$ cat src/rtl/stream_framer_if.sv
// Valid/ready/last stream bundle shared by the byte side and the word side of stream_framer.
interface stream_framer_if #(parameter int W = 8) ();
   logic [W-1:0] data;
   logic         val;
   logic         ready;
   logic         last;

   modport master (output data, val, last, input ready);
   modport slave  (input data, val, last, output ready);
endinterface

$ cat src/rtl/stream_framer.sv
// Packs a length-framed byte stream into big-endian 32-bit words with word-level last framing.
// Optional feature macro FRAMER_STATS_EN adds pktCount, a wrapping count of popped last words.
module stream_framer #(
   parameter int MIN_LEN   = 8,
   parameter int MAX_LEN   = 45,
   parameter int ERR_CNT_W = 16
) (
   input  logic                 clk,
   input  logic                 reset_b,
   stream_framer_if.slave       byteIn,
   stream_framer_if.master      dataOut,
   output logic                 errPulse,
   output logic [ERR_CNT_W-1:0] errCount
`ifdef FRAMER_STATS_EN
   ,
   output logic [31:0]          pktCount
`endif
);

   typedef enum logic [1:0] {HDR = 2'd0, BODY = 2'd1, FLUSH = 2'd2, DISCARD = 2'd3} state_t;

   localparam logic [15:0] MIN_L     = 16'(MIN_LEN);
   localparam logic [15:0] MAX_L     = 16'(MAX_LEN);
   localparam logic [1:0]  FIFO_FULL = 2'd2;

   state_t               stateR;
   logic [1:0]           idxR;
   logic [31:0]          accR;
   logic [15:0]          remR;
   logic                 firstWordR;
   logic                 liveR;
   logic [31:0]          headR;
   logic [31:0]          tailR;
   logic                 headLastR;
   logic                 tailLastR;
   logic [1:0]           cntR;
   logic                 errPulseR;
   logic [ERR_CNT_W-1:0] errCountR;

   logic                 takeS;
   logic                 popS;
   logic                 pushS;
   logic                 pushLastS;
   logic                 errS;
   logic                 lenBadS;
   logic [15:0]          lenS;
   logic [31:0]          wordS;
   logic [31:0]          pushWordS;

   // liveR keeps the input closed until the first clock after reset release.
   assign byteIn.ready = liveR && (cntR != FIFO_FULL) && (stateR != FLUSH);
   assign dataOut.data = headR;
   assign dataOut.val  = (cntR != 2'd0);
   assign dataOut.last = headLastR;
   assign errPulse     = errPulseR;
   assign errCount     = errCountR;

   // Decode this cycle's transfers, the word to push and any framing error.
   always_comb begin
      takeS     = byteIn.val && byteIn.ready;
      popS      = dataOut.val && dataOut.ready;
      lenS      = {accR[31:24], byteIn.data};
      lenBadS   = (lenS < MIN_L) || (lenS > MAX_L);
      wordS     = accR | ({byteIn.data, 24'h000000} >> {idxR, 3'b000});
      pushS     = 1'b0;
      pushLastS = 1'b0;
      pushWordS = wordS;
      errS      = 1'b0;
      case (stateR)
         HDR: begin
            if (takeS && byteIn.last) begin
               errS = 1'b1;
            end else if (takeS && (idxR == 2'd1) && lenBadS) begin
               errS = 1'b1;
            end else if (takeS && (idxR == 2'd3)) begin
               pushS = 1'b1;
            end else begin
               pushS = 1'b0;
            end
         end
         BODY: begin
            if (takeS && ((remR == 16'd1) || byteIn.last)) begin
               pushS     = 1'b1;
               pushLastS = 1'b1;
               errS      = (remR != 16'd1) || !byteIn.last;
            end else if (takeS && (idxR == 2'd3)) begin
               pushS = 1'b1;
            end else begin
               pushS = 1'b0;
            end
         end
         FLUSH: begin
            if (cntR != FIFO_FULL) begin
               pushS     = 1'b1;
               pushLastS = 1'b1;
               pushWordS = 32'h0000_0000;
            end else begin
               pushS = 1'b0;
            end
         end
         DISCARD: pushS = 1'b0;
         default: pushS = 1'b0;
      endcase
   end

   // Packet state machine: header checks, lane packing and remaining-byte count.
   always_ff @(posedge clk or negedge reset_b) begin
      if (!reset_b) begin
         stateR     <= HDR;
         idxR       <= 2'd0;
         accR       <= 32'h0000_0000;
         remR       <= 16'h0000;
         firstWordR <= 1'b0;
         liveR      <= 1'b0;
      end else begin
         liveR <= 1'b1;
         case (stateR)
            HDR: if (takeS) begin
               if (byteIn.last || ((idxR == 2'd1) && lenBadS)) begin
                  stateR <= byteIn.last ? HDR : DISCARD;
                  idxR   <= 2'd0;
                  accR   <= 32'h0000_0000;
               end else if (idxR == 2'd3) begin
                  stateR     <= BODY;
                  idxR       <= 2'd0;
                  accR       <= 32'h0000_0000;
                  remR       <= remR - 16'd1;
                  firstWordR <= 1'b1;
               end else begin
                  accR <= wordS;
                  idxR <= idxR + 2'd1;
                  remR <= (idxR == 2'd1) ? (lenS - 16'd2) : (remR - 16'd1);
               end
            end
            BODY: if (takeS) begin
               remR <= remR - 16'd1;
               if ((remR == 16'd1) || byteIn.last) begin
                  idxR       <= 2'd0;
                  accR       <= 32'h0000_0000;
                  firstWordR <= 1'b0;
                  // A truncation inside the second header word still owes the parser a closing word.
                  if (remR == 16'd1) begin
                     stateR <= byteIn.last ? HDR : DISCARD;
                  end else begin
                     stateR <= firstWordR ? FLUSH : HDR;
                  end
               end else if (idxR == 2'd3) begin
                  idxR       <= 2'd0;
                  accR       <= 32'h0000_0000;
                  firstWordR <= 1'b0;
               end else begin
                  accR <= wordS;
                  idxR <= idxR + 2'd1;
               end
            end
            FLUSH:   if (cntR != FIFO_FULL) stateR <= HDR;
            DISCARD: if (takeS && byteIn.last) stateR <= HDR;
            default: stateR <= HDR;
         endcase
      end
   end

   // Two-entry output FIFO; the head register drives dataOut directly.
   always_ff @(posedge clk or negedge reset_b) begin
      if (!reset_b) begin
         headR     <= 32'h0000_0000;
         tailR     <= 32'h0000_0000;
         headLastR <= 1'b0;
         tailLastR <= 1'b0;
         cntR      <= 2'd0;
      end else begin
         case ({pushS, popS})
            2'b10: begin
               if (cntR == 2'd0) begin
                  headR     <= pushWordS;
                  headLastR <= pushLastS;
               end else begin
                  tailR     <= pushWordS;
                  tailLastR <= pushLastS;
               end
               cntR <= cntR + 2'd1;
            end
            2'b01: begin
               headR     <= tailR;
               headLastR <= tailLastR;
               cntR      <= cntR - 2'd1;
            end
            2'b11: begin
               if (cntR == 2'd1) begin
                  headR     <= pushWordS;
                  headLastR <= pushLastS;
               end else begin
                  headR     <= tailR;
                  headLastR <= tailLastR;
                  tailR     <= pushWordS;
                  tailLastR <= pushLastS;
               end
            end
            default: cntR <= cntR;
         endcase
      end
   end

   // Registered error strobe and saturating error count.
   always_ff @(posedge clk or negedge reset_b) begin
      if (!reset_b) begin
         errPulseR <= 1'b0;
         errCountR <= {ERR_CNT_W{1'b0}};
      end else begin
         errPulseR <= errS;
         if (errS && (errCountR != {ERR_CNT_W{1'b1}})) begin
            errCountR <= errCountR + {{(ERR_CNT_W-1){1'b0}}, 1'b1};
         end
      end
   end

`ifdef FRAMER_STATS_EN
   logic [31:0] pktCountR;
   assign pktCount = pktCountR;

   // Wrapping count of words leaving the FIFO with last set.
   always_ff @(posedge clk or negedge reset_b) begin
      if (!reset_b) begin
         pktCountR <= 32'h0000_0000;
      end else if (popS && headLastR) begin
         pktCountR <= pktCountR + 32'd1;
      end
   end
`endif

endmodule

$ cat src/flat_wrapper.sv
// flat-port wrapper written by rule: the top's interface ports become plain ports
module stream_framer_flat 
#(
   parameter int MIN_LEN   = 8,
   parameter int MAX_LEN   = 45,
   parameter int ERR_CNT_W = 16
)
  (clk, reset_b, errPulse, errCount, byteIn_data, byteIn_val, byteIn_last, byteIn_ready, dataOut_data, dataOut_val, dataOut_last, dataOut_ready);
  stream_framer_if #(.W(8)) byteIn_i ();
  stream_framer_if #(.W(32)) dataOut_i ();
  input  logic clk;
  input  logic reset_b;
  output logic errPulse;
  output logic [ERR_CNT_W-1:0] errCount;
  input wire logic [$bits(byteIn_i.data)-1:0] byteIn_data;
  input wire logic [$bits(byteIn_i.val)-1:0] byteIn_val;
  input wire logic [$bits(byteIn_i.last)-1:0] byteIn_last;
  output wire logic [$bits(byteIn_i.ready)-1:0] byteIn_ready;
  output wire logic [$bits(dataOut_i.data)-1:0] dataOut_data;
  output wire logic [$bits(dataOut_i.val)-1:0] dataOut_val;
  output wire logic [$bits(dataOut_i.last)-1:0] dataOut_last;
  input wire logic [$bits(dataOut_i.ready)-1:0] dataOut_ready;
  assign byteIn_i.data = byteIn_data;
  assign byteIn_i.val = byteIn_val;
  assign byteIn_i.last = byteIn_last;
  assign byteIn_ready = byteIn_i.ready;
  assign dataOut_data = dataOut_i.data;
  assign dataOut_val = dataOut_i.val;
  assign dataOut_last = dataOut_i.last;
  assign dataOut_i.ready = dataOut_ready;
  stream_framer #(.MIN_LEN(MIN_LEN), .MAX_LEN(MAX_LEN), .ERR_CNT_W(ERR_CNT_W)) u_core (.clk(clk), .reset_b(reset_b), .byteIn(byteIn_i), .dataOut(dataOut_i), .errPulse(errPulse), .errCount(errCount));
endmodule
$ cat config.mk
export PLATFORM = sky130hd
export DESIGN_NAME = stream_framer_flat
export DESIGN_NICKNAME = d
export VERILOG_FILES = /design/src/rtl/stream_framer_if.sv /design/src/rtl/stream_framer.sv /design/src/flat_wrapper.sv
export SDC_FILE = /design/constraint.sdc
export NUM_CORES = 1
export LEC_CHECK = 0
export CAP_MARGIN = 10
export CORE_MARGIN = 1.5
export CORE_UTILIZATION = 58
export DETAILED_ROUTE_END_ITERATION = 6
export GPL_TIMING_DRIVEN = 0
export PLACE_DENSITY_LB_ADDON = 0.08
export RECOVER_POWER = 50
export SYNTH_ARGS = -nofsm -noshare
export SYNTH_HDL_FRONTEND = slang
export SYNTH_SLANG_ARGS = --single-unit
$ cat constraint.sdc
create_clock -name clk -period 3.9 [get_ports clk]
set_input_delay 0.585 -clock clk [delete_from_list [all_inputs] [get_ports clk]]
set_output_delay 0.585 -clock clk [all_outputs]
set_load 0.005 [all_outputs]
* Word level (Yosys, flattened, before mapping) *
Index checks and enable logic that the tools add are counted.

storage, ports and cells
  register bits after elaboration = 139
  input bits = 13
  output and inout bits = 52
  logic and storage cells = 141

operators by class
  add/sub/neg operators = 6
  order comparisons = 2
  eq/ne operators = 26
  shifts and indexed selects = 1
  mux-type cells = 63
  bitwise operators = 1
  reductions and logical operators = 29

operators with widths
  cell                   count
  $mux 32                11
  $pmux 32 s2            2
  $pmux 32 s3            1
  $mux 16                5
  $or 32x32->32          1
  $pmux 16 s2            1
  $shr 32x5->32          1
  $mux 2                 15
  $mux 1                 19
  $add 16x1->16 const B  1
  $eq 16x1->1 const B    1
  $gt 16x6->1 const B    1
  $lt 16x4->1 const B    1
  $ne 16x1->1 const B    1
  $ne 16x16->1 const B   1
  $sub 16x1->16 const B  1
  $sub 16x2->16 const B  1
  $ne 2x1->1 const B     7
  $reduce_and 6->1       2
  $logic_and 1x1->1      11
  $eq 2x2->1 const B     5
  $ne 2x2->1 const B     5
  $eq 2x1->1 const B     4
  $pmux 1 s2             4
  15 further kinds       26

* Depth between registers and ports, before layout *
Gate-level depths: netlist (run 1).

  depth after elaboration = 12
  mapped depth = 17
  gate-level depth less buffers = 15

* Worst setup path before layout (run 1) *
OpenSTA, ideal clock, no wires.

  kind = input to register
  start point = input byteIn_data[5]
  end point = register u_core.tailLastR
  library setup time = 0.137 ns
  arrival = 3.235 ns
  data required time = 3.763 ns
  slack = 0.528 ns
  cell stages on the path = 14
  buffers on the path = 4
  cells stage by stage = buf_2 > a211oi_1 > nand4b_1 > or4_1 > a21oi_2 > buf_2 > a21oi_1 > inv_1 > ha_1 > nand2_1 > o211ai_1 > clkbuf_1 > clkbuf_1 > o21ai_0

on the way
  cells in the longest elaborated chain, start to end = 9
  elaborated cells between the ends (all ways) = 14
  those cells by class = 2 x order compare; 4 x eq/ne; 4 x mux; 4 x reduce/logical

ends and longest elaborated chain
  item                                                              line                  source
  start: declaration                                                flat_wrapper.sv:15    input wire logic [$bits(byteIn_i.data)-1:0] byteIn_data;
  $lt 16x4->1 / $gt 16x6->1 (equally long branches)                 stream_framer.sv:63   lenBadS = (lenS < MIN_L) || (lenS > MAX_L);
  $logic_or 1x1->1 *                                                stream_framer.sv:63
  $logic_and 1x1->1 *                                               stream_framer.sv:73   end else if (takeS && (idxR == 2'd1) && lenBadS) begin
  $mux 1 *                                                          stream_framer.sv:73
  $mux 1 *                                                          stream_framer.sv:71   if (takeS && byteIn.last) begin
  $pmux 1 s4 *                                                      stream_framer.sv:69   case (stateR)
  $eq 2x2->1                                                        stream_framer.sv:172  case ({pushS, popS})
  $ne 2x2->1 (no line) / $reduce_bool 2->1 (equally long branches)  --
  $reduce_and 3->1 (no line)                                        --
  end signal: assignment                                            stream_framer.sv:179  tailLastR <= pushLastS;
  end signal: assignment                                            stream_framer.sv:196  tailLastR <= pushLastS;
  end: declaration                                                  stream_framer.sv:35   logic tailLastR;

Mark *: on every way between the ends. The rest lies on a longest branch, timed or not.
A chain may end at the register's enable or synchronous reset.

* Final worst setup path (run 1) *
  start point = input byteIn_last
  end point = register u_core.headR[5], in the netlist u_core.dataOut.data[5]

on the way
  cells in the longest elaborated chain, start to end = 7
  elaborated cells between the ends (all ways) = 13
  those cells by class = 4 x eq/ne; 4 x mux; 5 x reduce/logical

ends and longest elaborated chain
  item                                                              line                  source
  start: declaration                                                flat_wrapper.sv:17    input wire logic [$bits(byteIn_i.last)-1:0] byteIn_last;
  $logic_or 1x1->1                                                  stream_framer.sv:82   if (takeS && ((remR == 16'd1) || byteIn.last)) begin
  $logic_and 1x1->1                                                 stream_framer.sv:82
  $mux 1                                                            stream_framer.sv:82
  $pmux 1 s4 *                                                      stream_framer.sv:69
  $eq 2x2->1 / $eq 2x1->1 (equally long branches)                   stream_framer.sv:172
  $ne 2x1->1 (no line) / $reduce_bool 3->1 (equally long branches)  --
  $reduce_and 2->1 (no line)                                        --
  end signal: assignment                                            stream_framer.sv:175  headR <= pushWordS;
  end signal: assignment                                            stream_framer.sv:184  headR <= tailR;
  end signal: assignment                                            stream_framer.sv:190  headR <= pushWordS;
  end: declaration                                                  stream_framer.sv:32   logic [31:0] headR;

Marked as above.

==> qor.yml, run 1 <==
async_flop_share: 1.00
ys_ff_latch: 139
hold_violations: 0
pwr_density_cell_nw_per_um2: 798
grt_max_degree: 72
htreeDepth: 4
yosys_warnings: 0
rows: 39
synthAdderAreaFrac: 0.0311
grt_pass1_wl_um: 29000
fin_crit_sh: 0.933
vias_per_cell: 6.11
syn-num-nets: 784
fin_util: 0.721
rr_worst_depth: 13
ys_types: 51
status: "complete, but fails checks"
clk_pin_slew_worst_paths_ps: 60
min_path_type: "reg2reg"
cap_violations: 2
synth_commonest_cells: "dfrtp_1 (139), a21oi_1 (120), nand2_1 (104), nor2_1 (88), o21ai_0 (52)"
cts_tree: "yes"
fp.dieH_um: 112
max_freq_ghz: 0.275
whs_path_depth: 2
synthCells: 754
hpwl_um: 11900
synthFlopType: "dfrtp_1"
antenna_found_initial: 0
rr_startpoint: "u_core.accR[24]$_DFFE_PN0P_"
insertion_delay_ps: 430
io_buffers: 58
post-route-worst-setup-slack_ps: 261
muxShareOfSynthArea: 0.00640
peakVddDrop_mv: 0.550
violations: "max-capacitance violations, max-slew violations"
start_util: 0.597
fillers: 848
synth_top_area_frac: 0.509
crit_fanout: 10
drc_errors: 0
drt-pass1-iter-count: 5
synth_compound_area_frac: 0.203
clockBufferDepth: 2
grt_pass1_vias: 5861
synth_top_cell_by_area: "dfrtp_1"
critPathRequiredTime_ps: 4210
num_vias: 6018
antenna_cells_inserted: 0
synthToLayoutAreaGrowth_pct: 20.8
cts-root-buf: "clkbuf_16"
timing.final.crit_period_ps: 3640
leakage_nw: 3.58
critPathCapture: "u_core.dataOut.data[5]$_DFFE_PN0P_"
grt_overflow: 0
mappedNetlistArea_sq_um: 6840
synth_xor_area_frac: 0.0359
clock_sink_count: 139
wl_um: 17700
synth_top_family_by_area: "compound AO/OA/AOI/OAI gates"
final_cell_count_no_fill: 985
track_usage: 0.292
die_area_sq_um: 12500
r2r-end: "u_core.tailR[12]$_DFFE_PN0P_"
slew_headroom: -0.166
ys_seq_area_frac: 0.509
drtAntennaViolNets: 0
yosys.area_share.simple: 0.173
gp_congestion: 0.920
syn_avg_cell_area_sq_um: 9.07
finalMaxSlewViolations: 142
setup_viol: 0
synth.most_common_cell: "dfrtp_1"
fin_nets: 862
worst_slew_pin_slew_ps: 1750
cts_setup_buffers: 0
fp.dieW_um: 112
coreArea_sq_um: 11500
grt_setup_unrepaired: "no"
critical_path_class: "in2reg"
skew_ps: 10.9
numCtsBuffers: 17
endpoint_kind: "flop"
rrSetupSlack_ps: 280
pre_cts_ws_ps: -780
io_pins: 65
cp-start-kind: "input pin"
synth_edf_count: 0
cp_data_arrival_time_ps: 3950
dp_cells: 956
drive_gt1_frac: 0.0831
drt_iter0_drc: 611
wl_per_cell_um: 18.0
synth_area_leaders: "dfrtp_1 (51%), a21oi_1 (8.8%), nand2_1 (5.7%)"
critPathLaunch: "byteIn_last"
[worst max-delay path: stages]
cell             delay [ps]
clkdlybuf4s50_1         580
buf_4                   220
nor2_1                   80
a21oi_1                 250
a21oi_4                 130
clkbuf_4                210
a21oi_1                 360
inv_1                   130
ha_1                    250
nand2_1                  90
nand2_1                  80
nand2_1                 190
buf_1                   430
nor2_1                  100
a21oi_1                 170
a21oi_1                  90
[sequential cells by signal, indices dropped and copies added (netlist names), 2 cells and up]
| register | count |
|---|---|
| u_core.tailR | 32 |
| u_core.stateR | 2 |
| u_core.accR | 32 |
| u_core.cntR | 2 |
| u_core.errCount | 16 |
| u_core.idxR | 2 |
| u_core.dataOut.data | 32 |
| u_core.remR | 16 |
[metrics by stage]
stage	power, W	setup TNS [ps]	hold slack, ps	cell area (sq um)
6_report	0.00659	0	478	8260
5_1_grt	0.00700	0	495	8260
4_1_cts	0.00663	0	192	8270
3_5_place_dp	0.00485	-45700	466	7630
3_3_place_gp	0.00472	-468360	460	7600
2_1_floorplan	0.00387	0	289	6840
[repair_timing]
item                                    in CTS  in global routing
pin swaps                                    0                  0
resized for setup                           13                 11
hold endpoints to repair                     0                  0
hold buffers                                 0                  0
endpoints found under the setup margin      66                 66
[worst min-delay path by stage]
| stage | startpoint | slack (ps) | endpoint |
|---|---|---|---|
| finish | u_core.tailR[3]$_DFFE_PN0P_ | 480 | u_core.tailR[3]$_DFFE_PN0P_ |
| global route | u_core.tailR[19]$_DFFE_PN0P_ | 490 | u_core.tailR[19]$_DFFE_PN0P_ |
| CTS | reset_b | 190 | u_core.errCount[8]$_DFFE_PN0P_ |
| detailed placement | u_core.tailR[3]$_DFFE_PN0P_ | 470 | u_core.tailR[3]$_DFFE_PN0P_ |
| global placement | u_core.tailR[2]$_DFFE_PN0P_ | 460 | u_core.tailR[2]$_DFFE_PN0P_ |
| floorplan | reset_b | 290 | u_core.accR[0]$_DFFE_PN0P_ |
[layout by cell type, fill, tap and decap left out, types with 15 or more instances in the layout]
| master | n |
|---|---|
| clkbuf_16 | 17 |
| a21oi_1 | 119 |
| ha_1 | 17 |
| nand2_1 | 104 |
| dlygate4sd3_1 | 25 |
| o21ai_0 | 52 |
| inv_1 | 15 |
| clkdlybuf4s50_1 | 31 |
| dfrtp_1 | 139 |
| o31ai_1 | 38 |
| nor2_1 | 86 |
| clkbuf_1 | 29 |
| xnor2_1 | 22 |
[where the power goes]
group | total, W | internal, W | switching (W)
Clock | 0.00173 | 0.00114 | 0.000590
Combinational | 0.00253 | 0.00104 | 0.00149
Sequential | 0.00234 | 0.00195 | 0.000385
[cell type report]
cell class	instances	area, sq um	share of cell area
Buffer	51	251	0.0304
Clock buffer	22	454	0.0550
Clock inverter	7	166	0.0201
Inverter	15	56.3	0.00681
Multi-Input combinational cell	549	3090	0.374
Sequential cell	139	3480	0.421
Tap cell	143	179	0.0217
Timing Repair Buffer	59	583	0.0706
[routing by layer]
layer  track usage  up-vias  wire, um  part of all wire
met1         0.377     2987      7360              0.42
met2         0.489      221      9100              0.51
met3        0.0533       29       932             0.053
met4         0.122        0       326             0.018
li1              -     2781         -                 -
met5             0        -         0                 0
[cells by family after synthesis]
logic type / after synthesis
buffers and inverters: 66
muxes: 4
other: 1
adders and majority gates: 17
DFF: 139
xor gates and xnor gates: 28
AOI/OAI and AO/OA: 239
and+or+nand+nor: 260
No activity file was read; power rests on OpenSTA's default activity.
==> inputs of run 2 (changes only) <==
--- a/config.mk
+++ b/config.mk
@@ -10,7 +10,7 @@
 export CORE_UTILIZATION = 58
 export DETAILED_ROUTE_END_ITERATION = 6
 export GPL_TIMING_DRIVEN = 0
-export PLACE_DENSITY_LB_ADDON = 0.08
+export PLACE_DENSITY = 0.78
 export RECOVER_POWER = 50
 export SYNTH_ARGS = -nofsm -noshare
 export SYNTH_HDL_FRONTEND = slang
==> run 2 against run 1 <==
The flow still finishes with violations (max-capacitance violations, max-slew violations). Worst setup slack better by 16 ps. Sequential power about the same. Maximum frequency up 0.44%. Worst hold slack better by 2.4 ps. Register-to-register slack about the same. Critical path type is now reg2reg. Largest power group unchanged.
==> qor.yml, run 2 (synthesis results as in run 1) <==
clockBufferDepth: 2
clock_sink_count: 139
rows: 39
fin_setup_tns_ps: 0
grt_pass1_wl_um: 29200
cap_violations: 1
max_freq_ghz: 0.276
status: "complete, but fails checks"
fin_util: 0.719
endpoint_kind: "flop"
met2_usage: 0.483
slew_headroom: -0.784
fp.dieW_um: 112
hold_violations: 0
crit_fanout: 10
insertion_delay_ps: 430
regArea_sq_um: 3480
leakage_nw: 3.56
grt_overflow: 0
placed_cell_area_sq_um: 7630
cts_hold_buffers: 0
fin_crit_sh: 0.929
worst_slew_pin_slew_ps: 2680
min_path_type: "reg2reg"
fillers: 833
antenna_found_initial: 0
fin_nets: 862
finalMaxSlewViolations: 48
skew_ps: 8.64
io_pins: 65
violations: "max-capacitance violations, max-slew violations"
setup_viol: 0
fp.dieH_um: 112
hpwl_um: 12000
drtAntennaViolNets: 0
timing.final.crit_period_ps: 3620
clk_pin_slew_worst_paths_ps: 60
grt_setup_unrepaired: "no"
met3_usage: 0.0604
wl_um: 17800
multi_input_area_sq_um: 3090
numCtsBuffers: 17
final_cell_mix: "dfrtp_1 (139), a21oi_1 (120), nand2_1 (104)"
antenna_cells_inserted: 0
post-route-worst-setup-slack_ps: 277
synthToLayoutAreaGrowth_pct: 20.6
track_usage: 0.294
vias_per_cell: 6.19
drt-pass1-iter-count: 5
drc_errors: 0
critPathRequiredTime_ps: 4230
wl_per_cell_um: 18.0
grt-busiest-layer: "met2"
layout_commonest_cell: "dfrtp_1"
peakVddDrop_mv: 0.492
drt_iter0_drc: 594
grt_pass1_vias: 6044
grt_util_met1: 0.373
gp_congestion: 0.906
grt_max_degree: 93
pwr_density_cell_nw_per_um2: 789
pre_cts_ws_ps: -727
cts_tree: "yes"
final_area_sq_um: 8250
die_area_sq_um: 12500
coreArea_sq_um: 11500
io_buffers: 58
num_vias: 6101
cts-root-buf: "clkbuf_16"
cp-start-kind: "flop"
drive_gt1_frac: 0.0854
cp_data_arrival_time_ps: 3950
htreeDepth: 4
start_util: 0.597
critical_path_class: "reg2reg"
run 2: path summary, 6_finish.rpt:
check	from	end	slack, ps	depth (start not counted)
min reg2reg	u_core.tailR[29]$_DFFE_PN0P_	u_core.tailR[29]$_DFFE_PN0P_	480	2
max reg2reg	u_core.accR[24]$_DFFE_PN0P_	u_core.tailR[0]$_DFFE_PN0P_	280	15
max in group asynchronous	reset_b	u_core.accR[7]$_DFFE_PN0P_	1380	1
min	u_core.tailR[29]$_DFFE_PN0P_	u_core.tailR[29]$_DFFE_PN0P_	480	2
max	u_core.accR[24]$_DFFE_PN0P_	u_core.tailR[0]$_DFFE_PN0P_	280	15
min in group asynchronous	reset_b	u_core.errCount[9]$_DFFE_PN0P_	990	1
run 2: repair_timing:
item	4_1_cts	5_1_grt
gates cloned	0	0
setup buffers	0	0
gates resized for setup	13	11
setup endpoints to repair	66	66
run 2: worst max-delay path, cell delays in order (launching register included):
cell,delay [ps]
dfrtp_1,360
clkbuf_1,170
nor3_1,280
nand2_1,150
or4_1,550
a21oi_4,250
clkbuf_4,270
a21oi_1,150
inv_1,110
ha_1,200
nand2_1,90
o211ai_1,190
clkbuf_4,300
buf_2,270
nand2_1,110
o31ai_1,80
run 2: layout make-up:
class / count / area share
Clock buffer: 20 / 0.0541
Multi-Input combinational cell: 549 / 0.375
Tap cell: 143 / 0.0217
Sequential cell: 139 / 0.422
Inverter: 15 / 0.00682
Clock inverter: 10 / 0.0173
Buffer: 51 / 0.0306
Timing Repair Buffer: 59 / 0.0732
run 2: stage by stage:
step                std cells  hold slack, ps  power, W
global placement          955             460   0.00472
global route              986             489   0.00690
floorplan                 754             289   0.00387
finish                    986             480   0.00651
CTS                       986            98.9   0.00652
detailed placement        956             468   0.00484
run 2: power by group:
group	internal, W	switching (W)
combinational	0.00104	0.00148
sequential	0.00195	0.000388
clock	0.00102	0.000632
run 2: metal layers:
layer / vias up / part of all wire
li1: 2785 / -
met1: 3006 / 0.41
met2: 265 / 0.50
met3: 45 / 0.066
met4: 0 / 0.029
met5: - / 0
==> inputs of run 3 (changes only) <==
--- a/config.mk
+++ b/config.mk
@@ -7,10 +7,11 @@
 export LEC_CHECK = 0
 export CAP_MARGIN = 10
 export CORE_MARGIN = 1.5
-export CORE_UTILIZATION = 58
+export CORE_UTILIZATION = 40
 export DETAILED_ROUTE_END_ITERATION = 6
+export GPL_ROUTABILITY_DRIVEN = 1
 export GPL_TIMING_DRIVEN = 0
-export PLACE_DENSITY = 0.78
+export PLACE_DENSITY = 0.56
 export RECOVER_POWER = 50
 export SYNTH_ARGS = -nofsm -noshare
 export SYNTH_HDL_FRONTEND = slang
==> run 3 against run 2 <==
Register-to-register slack worse by 20 ps. Core utilization is 22 points lower. Highest routed layer unchanged. Die area is 44% higher. Combinational power hardly changed. The run still ends with max-capacitance violations, max-slew violations left. Sequential share of layout area is 0.51 points lower. Sequential cell count stayed put. Critical path depth stayed put. Routed wire length is 2.5% higher. Design area is 1.2% higher. Worst setup slack worse by 20 ps.
==> qor.yml, run 3 (synthesis results as in run 1) <==
drt_iter0_drc: 433
grt_max_degree: 100
rrSetupSlack_ps: 260
cp-start-kind: "flop"
hold_start: "u_core.tailR[8]$_DFFE_PN0P_"
clk_pin_slew_worst_paths_ps: 60
slew_headroom: -0.568
peakVddDrop_mv: 0.368
final_cell_mix: "dfrtp_1 (139), a21oi_1 (119), nand2_1 (104)"
clockBufferDepth: 2
insertion_delay_ps: 430
status: "complete, but fails checks"
cpPeakStageDelay_ps: 550
antenna_found_initial: 0
max_freq_ghz: 0.274
layout_commonest_cell: "dfrtp_1"
critPathRequiredTime_ps: 4220
final_area_sq_um: 8350
timing.final.crit_period_ps: 3640
drive_gt1_frac: 0.0889
fillers: 1586
vias_per_cell: 5.49
path_cells: "clkbuf_1 > nor3_1 > nand2_1 > or4_1 > a21oi_4 > clkbuf_4 > a21oi_1 > inv_1 > ha_1 > nand2_1 > o211ai_1 > buf_4 > clkbuf_2 > nand2_1 > o31ai_1"
drtAntennaViolNets: 0
cp_data_arrival_time_ps: 3970
rows: 47
grt_pass1_wl_um: 29800
skew_ps: 6.06
leakage_nw: 3.58
critPathMostFrequentCell: "nand2_1"
drc_errors: 0
rr_worst_depth: 15
coreArea_sq_um: 16600
pwr_density_cell_nw_per_um2: 774
multi_input_area_sq_um: 3090
dp_cells: 1033
track_usage: 0.212
hpwl_um: 12700
num_vias: 5843
grt_pass1_vias: 5714
path_buf_inv: 5
worst_slew_pin_slew_ps: 2350
post-route-worst-setup-slack_ps: 257
die_area_sq_um: 17900
antenna_cells_inserted: 0
io_pins: 65
cap_violations: 1
hold_end: "u_core.tailR[8]$_DFFE_PN0P_"
final_cell_count_no_fill: 1064
gp_congestion: 0.843
htreeDepth: 4
cts-root-buf: "clkbuf_16"
fp.dieW_um: 134
drt-pass1-iter-count: 5
wl_per_cell_um: 17.1
placed_cell_area_sq_um: 7720
grt_overflow: 0
crit_slowest_cell: "or4_1"
whs_path_depth: 2
clock_sink_count: 139
rr_startpoint: "u_core.accR[24]$_DFFE_PN0P_"
fp.dieH_um: 134
start_util: 0.411
crit_family: "simple AND/OR/NAND/NOR gates"
r2r-end: "u_core.tailR[25]$_DFFE_PN0P_"
synthToLayoutAreaGrowth_pct: 22.1
fin_util: 0.502
regArea_sq_um: 3480
fin_nets: 862
min_path_type: "reg2reg"
hold_violations: 0
wl_um: 18200
fin_crit_sh: 0.934
grt_setup_unrepaired: "no"
finalMaxSlewViolations: 41
numCtsBuffers: 17
violations: "max-capacitance violations, max-slew violations"
pre_cts_ws_ps: -877
endpoint_kind: "flop"
io_buffers: 58
setup_viol: 0
critical_path_class: "reg2reg"
cts_tree: "yes"
crit_fanout: 10
==> run 3: changes by cell type in the layout (fill, tap and decap cells not counted), sizes merged <==
cell / delta
clkbuf: -3
clkinv: +5
clkinvlp: -3
bufinv: -1
inv: +1
buf: +2
==> run 3: routing by layer <==
| layer | up-vias | GRT usage | part of all wire |
|---|---|---|---|
| li1 | 2787 | - | - |
| met1 | 2881 | 0.283 | 0.45 |
| met2 | 151 | 0.346 | 0.49 |
| met3 | 24 | 0.0465 | 0.048 |
| met4 | 0 | 0.0664 | 0.013 |
| met5 | - | 0 | 0 |
==> run 3: how the worst max path moves through the flow <==
stage	from	end	slack [ps]	cells past startpoint
2_1_floorplan	byteIn_data[5]	u_core.tailLastR$_DFFE_PN0P_	530	14
3_3_place_gp	reset_b	u_core.dataOut.data[20]$_DFFE_PN0P_	-3350	1
3_5_place_dp	byteIn_data[7]	u_core.dataOut.data[30]$_DFFE_PN0P_	-880	13
4_1_cts	byteIn_data[7]	u_core.tailR[1]$_DFFE_PN0P_	10	15
5_1_grt	u_core.accR[24]$_DFFE_PN0P_	u_core.tailR[1]$_DFFE_PN0P_	5	15
6_report	u_core.accR[24]$_DFFE_PN0P_	u_core.tailR[25]$_DFFE_PN0P_	260	15
==> run 3: stage by stage <==
stage	power, W	hold WS (ps)	setup TNS [ps]
4_1_cts	0.00655	61.7	0
2_1_floorplan	0.00387	289	0
3_3_place_gp	0.00480	460	-510250
3_5_place_dp	0.00488	471	-51790
6_report	0.00646	482	0
5_1_grt	0.00694	512	0
==> run 3: repair_timing <==
action / in CTS / in global routing
resized for setup: 16 / 10
endpoints found under the setup margin: 66 / 64
hold buffers: 0 / 0
buffers inserted: 0 / 0
==> run 3: tightest hold or removal path, stage by stage (launching register included) <==
cell     delay, ps
dfrtp_1        340
nand2_1         50
o31ai_1         60
==> run 3: layout make-up <==
| class | instances | area share |
|---|---|---|
| buffer | 51 | 0.0303 |
| tap | 220 | 0.0330 |
| inverter | 15 | 0.00674 |
| multi-input combinational | 549 | 0.370 |
| sequential | 139 | 0.417 |
| clock inverter | 12 | 0.0166 |
| clock buffer | 19 | 0.0542 |
| timing repair buffer | 59 | 0.0724 |
==> run 3: where the power goes <==
group | switching (W) | internal [W] | total (W)
Clock | 0.000657 | 0.000979 | 0.00164
Sequential | 0.000367 | 0.00195 | 0.00232
Combinational | 0.00147 | 0.00104 | 0.00251
Total | 0.00249 | 0.00397 | 0.00646
